<file path="config.mk">
export PLATFORM = sky130hd
export DESIGN_NAME = cache_controller
export DESIGN_NICKNAME = d
export VERILOG_FILES = /design/src/rtl/cache_ctrl_pkg.sv /design/src/rtl/cache_tag_store.sv /design/src/rtl/cache_controller.sv
export SDC_FILE = /design/constraint.sdc
export NUM_CORES = 1
export LEC_CHECK = 0
export BUFFER_PORTS_ARGS = -buffer_cell sky130_fd_sc_hd__buf_2
export CAP_MARGIN = 10
export CORE_MARGIN = 1
export CORE_UTILIZATION = 53
export CTS_CLUSTER_SIZE = 16
export DETAILED_ROUTE_END_ITERATION = 8
export GPL_TIMING_DRIVEN = 0
export PLACE_DENSITY = 0.8
export SYNTH_ARGS = -nofsm -noshare
export SYNTH_HDL_FRONTEND = slang
export SYNTH_SLANG_ARGS = --single-unit
export TNS_END_PERCENT = 5
</file>
<file path="constraint.sdc">
create_clock -name clk -period 3.5 [get_ports clk]
set_clock_uncertainty 0.2 [all_clocks]
set_input_delay 0 -clock clk [delete_from_list [all_inputs] [get_ports clk]]
set_output_delay 0 -clock clk [all_outputs]
set_load 0.01 [all_outputs]
</file>
<file path="src/rtl/cache_ctrl_pkg.sv">
// Shared types and address-field helpers for the direct-mapped cache controller.
package cache_ctrl_pkg;

  typedef enum logic [1:0] {IDLE, REFILL, FILL, WRITE} state_t;
  typedef enum logic [1:0] {SZ_NONE, SZ_BYTE, SZ_HALF, SZ_WORD} size_t;

  localparam int TAG_W = 3;
  localparam int IDX_W = 5;
  localparam int WRD_W = 2;

  // Index sits directly above the word-in-line bits regardless of address width.
  function automatic logic [IDX_W-1:0] addr_idx(input logic [IDX_W+WRD_W-1:0] low);
    return low[IDX_W+WRD_W-1:WRD_W];
  endfunction

endpackage

</file>
<file path="src/rtl/cache_tag_store.sv">
// Tag/valid arrays for the direct-mapped cache: combinational lookup, one registered write port.
// Async clear on rst_n invalidates every line.
module cache_tag_store
  import cache_ctrl_pkg::*;
#(
  parameter int LINES = 32,
  parameter int TW    = TAG_W
) (
  input  logic             clk,
  input  logic             rst_n,
  input  logic [IDX_W-1:0] lookup_idx,
  input  logic [TW-1:0]    lookup_tag,
  output logic             lookup_hit,
  input  logic             wr_en,
  input  logic [IDX_W-1:0] wr_idx,
  input  logic [TW-1:0]    wr_tag
);

  logic [LINES-1:0] valid;
  logic [TW-1:0]    tag [LINES];

  always_ff @(posedge clk or negedge rst_n) begin
    if (!rst_n) begin
      valid <= '0;
      for (int i = 0; i < LINES; i++) tag[i] <= '0;
    end else if (wr_en) begin
      valid[wr_idx] <= 1'b1;
      tag[wr_idx]   <= wr_tag;
    end
  end

  assign lookup_hit = valid[lookup_idx] && (tag[lookup_idx] == lookup_tag);

endmodule

</file>
<file path="src/rtl/cache_controller.sv">
// Hit/miss sequencer for a direct-mapped write-through, no-write-allocate cache.
// Optional CACHE_STATS_EN adds saturating hit/miss/write counters.
module cache_controller
  import cache_ctrl_pkg::*;
#(
  parameter int ADDR_W = 10,
  parameter int LINES  = 32,
  parameter int LINE_W = 128
) (
  input  logic              clk,
  input  logic              rst_n,
  input  logic [ADDR_W-1:0] cpu_addr,
  input  logic [1:0]        cpu_rd,
  input  logic [1:0]        cpu_wr,
  output logic              cpu_stall,
  output logic              hit,
  output logic              miss,
  output logic              fill,
  output logic              ready,
  output logic              mem_rd_req,
  output logic              mem_wr_req,
  output logic [ADDR_W-1:0] mem_addr,
  input  logic              mem_ack,
  input  logic [LINE_W-1:0] mem_rdata,
  output logic [LINE_W-1:0] mem_block
`ifdef CACHE_STATS_EN
  ,
  output logic [31:0]       hit_cnt,
  output logic [31:0]       miss_cnt,
  output logic [31:0]       wr_cnt
`endif
);

  localparam int TW = ADDR_W - IDX_W - WRD_W;

  state_t            state, state_n;
  logic [TW-1:0]     cpu_tag, miss_tag;
  logic [IDX_W-1:0]  cpu_idx, miss_idx;
  logic [LINE_W-1:0] line_q;
  logic              tag_hit, rd_req, wr_req;

  assign cpu_tag   = cpu_addr[ADDR_W-1 -: TW];
  assign cpu_idx   = addr_idx(cpu_addr[IDX_W+WRD_W-1:0]);
  assign rd_req    = (cpu_rd != SZ_NONE);
  assign wr_req    = (cpu_wr != SZ_NONE);
  assign hit       = tag_hit;
  assign mem_block = line_q;

  cache_tag_store #(.LINES(LINES), .TW(TW)) u_tags (
    .clk        (clk),
    .rst_n      (rst_n),
    .lookup_idx (cpu_idx),
    .lookup_tag (cpu_tag),
    .lookup_hit (tag_hit),
    .wr_en      (state == FILL),
    .wr_idx     (miss_idx),
    .wr_tag     (miss_tag)
  );

  always_ff @(posedge clk or negedge rst_n) begin
    if (!rst_n) begin
      state    <= IDLE;
      miss_tag <= '0;
      miss_idx <= '0;
      line_q   <= '0;
    end else begin
      state <= state_n;
      if (state == IDLE && rd_req && !wr_req && !tag_hit) begin
        miss_tag <= cpu_tag;
        miss_idx <= cpu_idx;
      end
      if (state == REFILL && mem_ack) line_q <= mem_rdata;
    end
  end

  always_comb begin
    state_n    = state;
    cpu_stall  = 1'b0;
    miss       = 1'b0;
    fill       = 1'b0;
    ready      = 1'b0;
    mem_rd_req = 1'b0;
    mem_wr_req = 1'b0;
    mem_addr   = '0;
    case (state)
      IDLE: begin
        if (wr_req) begin
          mem_wr_req = 1'b1;
          cpu_stall  = 1'b1;
          mem_addr   = cpu_addr;
          state_n    = WRITE;
        end else if (rd_req) begin
          if (!tag_hit) begin
            miss       = 1'b1;
            mem_rd_req = 1'b1;
            cpu_stall  = 1'b1;
            mem_addr   = {cpu_addr[ADDR_W-1:WRD_W], {WRD_W{1'b0}}};
            state_n    = REFILL;
          end
        end else begin
          ready = 1'b1;
        end
      end
      REFILL: begin
        mem_rd_req = 1'b1;
        cpu_stall  = 1'b1;
        mem_addr   = {miss_tag, miss_idx, {WRD_W{1'b0}}};
        if (mem_ack) state_n = FILL;
      end
      FILL: begin
        fill    = 1'b1;
        state_n = IDLE;
      end
      WRITE: begin
        mem_wr_req = 1'b1;
        mem_addr   = cpu_addr;
        cpu_stall  = !mem_ack;
        if (mem_ack) state_n = IDLE;
      end
      default: state_n = IDLE;
    endcase
    // Requests must drop the moment reset asserts, even with a CPU access still presented.
    if (!rst_n) begin
      cpu_stall  = 1'b0;
      miss       = 1'b0;
      fill       = 1'b0;
      mem_rd_req = 1'b0;
      mem_wr_req = 1'b0;
      mem_addr   = '0;
      ready      = 1'b1;
    end
  end

`ifdef CACHE_STATS_EN
  always_ff @(posedge clk or negedge rst_n) begin
    if (!rst_n) begin
      hit_cnt  <= '0;
      miss_cnt <= '0;
      wr_cnt   <= '0;
    end else if (state == IDLE) begin
      if (wr_req && wr_cnt != 32'hFFFF_FFFF) wr_cnt <= wr_cnt + 32'd1;
      if (!wr_req && rd_req && tag_hit && hit_cnt != 32'hFFFF_FFFF) hit_cnt <= hit_cnt + 32'd1;
      if (!wr_req && rd_req && !tag_hit && miss_cnt != 32'hFFFF_FFFF) miss_cnt <= miss_cnt + 32'd1;
    end
  end
`endif

endmodule
</file>
# Word-level counts from Yosys, hierarchy flattened

Cells that the tools add are included.

Bits in registers: 266
Input bits: 145
Output and inout bits: 145
Logic and storage cells: 108

$lt $le $gt $ge: 6
Equal/unequal tests: 8
Muxes and demuxes: 40
Bitwise logic cells: 3
Reduce and logical (&&, ||, !) cells: 14

Operator list:

| kind                                                                                | number |
|---|---|
| 96-bit bitwise mux                                                                  | 1 |
| 10-bit two-way mux                                                                  | 4 |
| 32-bit bitwise OR                                                                   | 1 |
| 10-bit case mux with 3 select lines                                                 | 1 |
| 1-bit two-way mux                                                                   | 18 |
| 3-bit binary-select mux with 5-bit select                                           | 1 |
| 3-bit demux with 5-bit select                                                       | 1 |
| 6-bit greater-or-equal comparator, second input constant                            | 2 |
| 5-bit by 6-bit < comparator with 1-bit output, second input constant                | 2 |
| 5-bit inverter with 6-bit output                                                    | 2 |
| 2-bit two-way mux                                                                   | 5 |
| 3-bit two-way mux                                                                   | 3 |
| 2-bit case mux with 4 select lines                                                  | 1 |
| 1-bit logical AND                                                                   | 7 |
| 6-bit by 1-bit < comparator with 1-bit output, second input constant                | 1 |
| 3-bit inequality test, second input constant                                        | 2 |
| 1-bit binary-select mux with 5-bit select                                           | 1 |
| 1-bit demux with 5-bit select                                                       | 1 |
| 5-bit by 1-bit greater-or-equal comparator with 1-bit output, second input constant | 1 |
| 2-bit == test, second input constant                                                | 2 |
| 2-bit inequality test, second input constant                                        | 2 |
| 1-bit case mux with 2 select lines                                                  | 2 |
| 4-bit AND reduction                                                                 | 1 |
| 2-bit nonzero test                                                                  | 2 |
| other kinds (5)                                                                     | 7 |

# Logic depth before layout (Yosys ltp)

Depth after elaboration: 11
Mapped depth: 13

# Modules after synthesis

From an unflattened synthesis, not the netlist that was laid out.

Cell total of the unflattened synthesis: 790
Area total of the unflattened synthesis: 12071.6 um^2

Modules (own cells, without submodules):

| module           | instances | cells each | area an instance (um^2) | sequential area each (um^2) |
|---|---|---|---|---|
| cache_controller | 1         | 353        | 6119.6                  | 3453.3 |
| cache_tag_store  | 1         | 437        | 5952.0                  | 3203.1 |

# Worst setup path after synthesis

No wires, ideal clock.

Kind: reg-to-reg
Start: register u_tags.tag[80] (netlist bit)
End: register miss_idx[0]
Data arrival time: 2526 ps
Required time: 3175 ps
Slack: 649 ps
Cell stages (with the launch flop): 10
Path buffers: 1
Period minus slack after synthesis: 2851 ps
Path through: dfrtp_1 mux4_2 nor2b_1 a2111oi_1 nor3_1 xor2_1 o41ai_2 or2_1 buf_6 mux2_4

Cells in the longest elaborated chain, start to end: 7

Ends and longest elaborated chain:

| item                                                 | line                   | RTL |
|---|---|---|
| from (decl)                                          | cache_tag_store.sv:20  | `logic [TW-1:0] tag [LINES];` |
| from (signal, indexed assignment)                    | cache_tag_store.sv:28  | `tag[wr_idx] <= wr_tag;` |
| 3-bit binary-select mux with 5-bit select            | cache_tag_store.sv:32  | `assign lookup_hit = valid[lookup_idx] && (tag[lookup_idx] == lookup_tag);` |
| 3-bit two-way mux (not written as such) (2 in a row) | cache_tag_store.sv:32  |  |
| 3-bit == test                                        | cache_tag_store.sv:32  |  |
| 1-bit logical AND                                    | cache_tag_store.sv:32  |  |
| 1-bit zero test                                      | n/a                    |  |
| 1-bit logical AND                                    | cache_controller.sv:68 | `if (state == IDLE && rd_req && !wr_req && !tag_hit) begin` |
| to (signal assigned)                                 | cache_controller.sv:70 | `miss_idx <= cpu_idx;` |
| to (decl)                                            | cache_controller.sv:38 | `logic [IDX_W-1:0] cpu_idx, miss_idx;` |

No other way between the ends. The select of a mux whose other input is x is not followed.
A chain may end at the register's enable or synchronous reset.

# Final worst setup path

Start: register u_tags.tag[17] (netlist bit)
End: output port mem_rd_req

Cells in the longest elaborated chain, start to end: 10

Ends and longest elaborated chain:

| item                                                 | line                    | RTL |
|---|---|---|
| 3-bit binary-select mux with 5-bit select            | cache_tag_store.sv:32   |  |
| 3-bit two-way mux (not written as such) (2 in a row) | cache_tag_store.sv:32   |  |
| 3-bit == test                                        | cache_tag_store.sv:32   |  |
| 1-bit logical AND                                    | cache_tag_store.sv:32   |  |
| 1-bit two-way mux                                    | cache_controller.sv:93  | `if (!tag_hit) begin` |
| 1-bit two-way mux                                    | cache_controller.sv:92  | `end else if (rd_req) begin` |
| 1-bit two-way mux                                    | cache_controller.sv:87  | `if (wr_req) begin` |
| 1-bit case mux with 2 select lines                   | cache_controller.sv:85  | `case (state)` |
| 1-bit two-way mux                                    | cache_controller.sv:123 | `if (!rst_n) begin` |
| to (decl)                                            | cache_controller.sv:20  | `output logic mem_rd_req,` |

No other way between the ends. The select of a mux whose other input is x is not followed.

==> results.md <==
* CP endpoint kind: output port
* Routed WL at ~39 mm
* Die X-Extent at about 150 µm
* Fin. Hold Viols at 0
* Min-Delay Path Class: input port to register
* First-pass GRT wire length at between 50 and 60 mm
* DR vias/cell at a little under 6
* Post-Syn Area per Cell at roughly 15 µm²
* Clock Path Buffers at 3
* Placed wire-length estimate at around 22 mm
* Root buf cell: clkbuf_16
* Global routing usage on met2 at 58.3%
* Power Dens Cells at between 800 and 900 nW/µm²
* Setup Viol. Count Final at 0
* Synth top area share at between 50 and 60%
* GR peak layer: met2
* Synth area leader: dfrtp_1
* Post-Synthesis Cell Area at ~11,000 µm²
* # nets final at around 1,400
* Slew headroom at ~36%
* Row count at 53
* Min Hold Slack at approximately 0.0063 ns
* Number of buffers created by CTS at 28
* Die H at 149 µm
* Synth top area cells: dfrtp_1 59%, mux2_2 22%, mux2i_1 3.3%, mux4_2 2.8%, a22oi_1 1.1%
* Initial Util at 54.1%
* Utilization after layout at around three quarters
* Fill cell count at 1,240
* Arr. time, crit path at between 3 and 4 ns
* Syn nets at 918
* Initial DRC Count at roughly 470
* Cells on Worst Hold Path at 3
* I/O pins at 290
* Critical path class: register to output port
* Synth top cells by count: 266 x dfrtp_1, 226 x mux2_2, 37 x mux2i_1
* Worst-path fanout max at 5
* Final Wtd Congestion at just under 0.9
* VDD IR max at 656 µV
* Most numerous cell in the Yosys netlist: dfrtp_1
* Clk sink count at 266
* WL per Instance at between 20 and 25 µm
* Min cycle time layout at about 3.5 ns
* Clock latency on the worst-skew pair at 0.56 ns
* Synthesized instance count at approximately 770
* DRT Pass-1 Iters at 5
* Share of layout cells above drive strength 1 at approximately 50%
* Max Fclk at between 0.2 and 0.3 GHz
* Slew Viols, Final at 0
* H-Tree Depth at 1
* GR Layer Usage met3 at under 10%
* CP required at 3.30 ns
* DRT antenna net count at 0
* Die area at 22,100 µm²
* Async SR Flop Fraction at 100%
* Register area share after synthesis at about three fifths
* Core area at around 21,000 µm²
* Initial antenna violation count at 3
* Largest net degree at the start of global routing at 112
* FF+latch count, synth at around 270
* Number of synthesized flops with an enable pin at 0
* Clk slew on worst S/H paths at approximately 0.070 ns
* Leak at roughly 7.7 nW
* Grt total ovfl at 0
* Path depth of the worst reg2reg path at 11
* Gr usage total at between 30 and 40%
* Final std cells w/o fill at roughly 1,500
* Synth-to-layout area growth at 39.8%
* Startpoint class of the critical path: register
* Via count at around 9,000
* # port buffers at 286
* Synth Flop Type: dfrtp_1
* Worst-margin pin slew at 0.959 ns
* Vias in the first global route at 9,681
* Final period util at a little under 100%
* Max cap viols at 0
* Met1 Use GR at between 40% and 50%
* YS warnings at 0
* Placed cell count at roughly 1,300
* Number of distinct library cells after synthesis at 43
* Status: finished, final reports clean
* CTS tree: built
* DRC viols at 0
[flip-flops by register name (all words and copies together) (netlist names)]
register,flops
u_tags.tag,96
u_tags.valid,32
miss_tag,3
mem_block,128
state,2
miss_idx,5
[cells by family after synthesis]
group	count (synthesis)	share of synthesized area (%)
AND/OR/NAND/NOR	114	5.42
AO/OA/AOI/OAI	45	2.95
adder cells (fa/ha/maj)	4	0.440
flip-flops	266	58.5
buffers and inverters	49	2.32
XOR/XNOR	3	0.231
multiplexers	288	30.1
[worst paths after layout]
| kind | start | end | slack (ns) |
|---|---|---|---|
| worst min-delay path | mem_rdata[85] | mem_block[85] | 0.006 |
| worst min register to register | u_tags.valid[6] | u_tags.valid[6] | 0.26 |
| max in group asynchronous | rst_n | u_tags.tag[86] | 1.50 |
| worst max-delay path | u_tags.tag[17] | mem_rd_req | 0.03 |
| min in group asynchronous | rst_n | u_tags.tag[74] | 0.52 |
| worst max register to register | u_tags.tag[17] | miss_idx[3] | 0.24 |
[per-stage QoR]
stage / instance area [µm²] / power [mW] / TNS (ns) / setup WS, ns
floorplan: 11400 / 7.83 / 0 / 0.649
global placement: 13200 / 9.41 / -734.89 / -3.47
detailed placement: 13200 / 9.62 / -1.01 / -0.129
CTS: 15700 / 12.8 / -0.0423 / -0.0423
global route: 15900 / 13.7 / -0.0731 / -0.0242
finish: 15900 / 13.3 / 0 / 0.0282
[timing repair]
action	in CTS	in global routing
pin swaps	1	5
setup endpoints to repair	11	11
resized for setup	3	8
endpoints found under the hold margin	297	51
hold buffers	144	11
buffers inserted	1	4
[cell type report]
type                       instances  area (µm²)  share of cell area [%]
buffer                            43         245                    1.54
sequential                       266        6660                    41.8
antenna                            3        7.51                  0.0472
timing repair buffer             447        3220                    20.2
clock inverter                     8        80.1                   0.503
inverter                           6        22.5                   0.142
tap                              275         344                    2.16
clock buffer                      44         831                    5.22
multi-input combinational        454        4500                    28.3
[cell usage in the layout, fill, tap and decap left out, drive strengths merged, types with 2 or more instances in the layout]
cell type / count
a211oi: 3
a21oi: 9
a22o: 8
a22oi: 16
and2: 6
buf: 314
clkbuf: 73
clkinv: 8
dfrtp: 266
diode: 3
dlygate4sd3: 147
ha: 4
inv: 5
mux2: 234
mux2i: 37
mux4: 17
nand2: 21
nand2b: 18
nand3: 2
nand3b: 4
nor2: 25
nor2b: 5
nor3: 5
nor3b: 4
nor4: 3
o21ai: 4
or2: 18
xor2: 3
[report_power, final]
group | switching [mW] | internal, mW
clock | 1.27 | 1.70
sequential | 0.901 | 4.49
combinational | 2.47 | 2.42
[per-layer routing]
| layer | up-vias | routed length (µm) |
|---|---|---|
| met5 | - | 0 |
| met4 | 0 | 1940 |
| met3 | 154 | 3410 |
| met2 | 524 | 19400 |
| met1 | 4520 | 13800 |
| li1 | 3713 | - |
[worst max-delay path, cell delays in order (launching register included)]
cell and delay, ns:
dfrtp_1 0.40, mux4_2 0.46, mux2_4 0.31, o22ai_4 0.20
nor3_2 0.08, xor2_1 0.30, o41ai_4 0.11, buf_4 0.17
or2_1 0.23, buf_8 0.14, a21oi_1 0.14, buf_2 0.16
No activity file was read; power rests on OpenSTA's default activity.
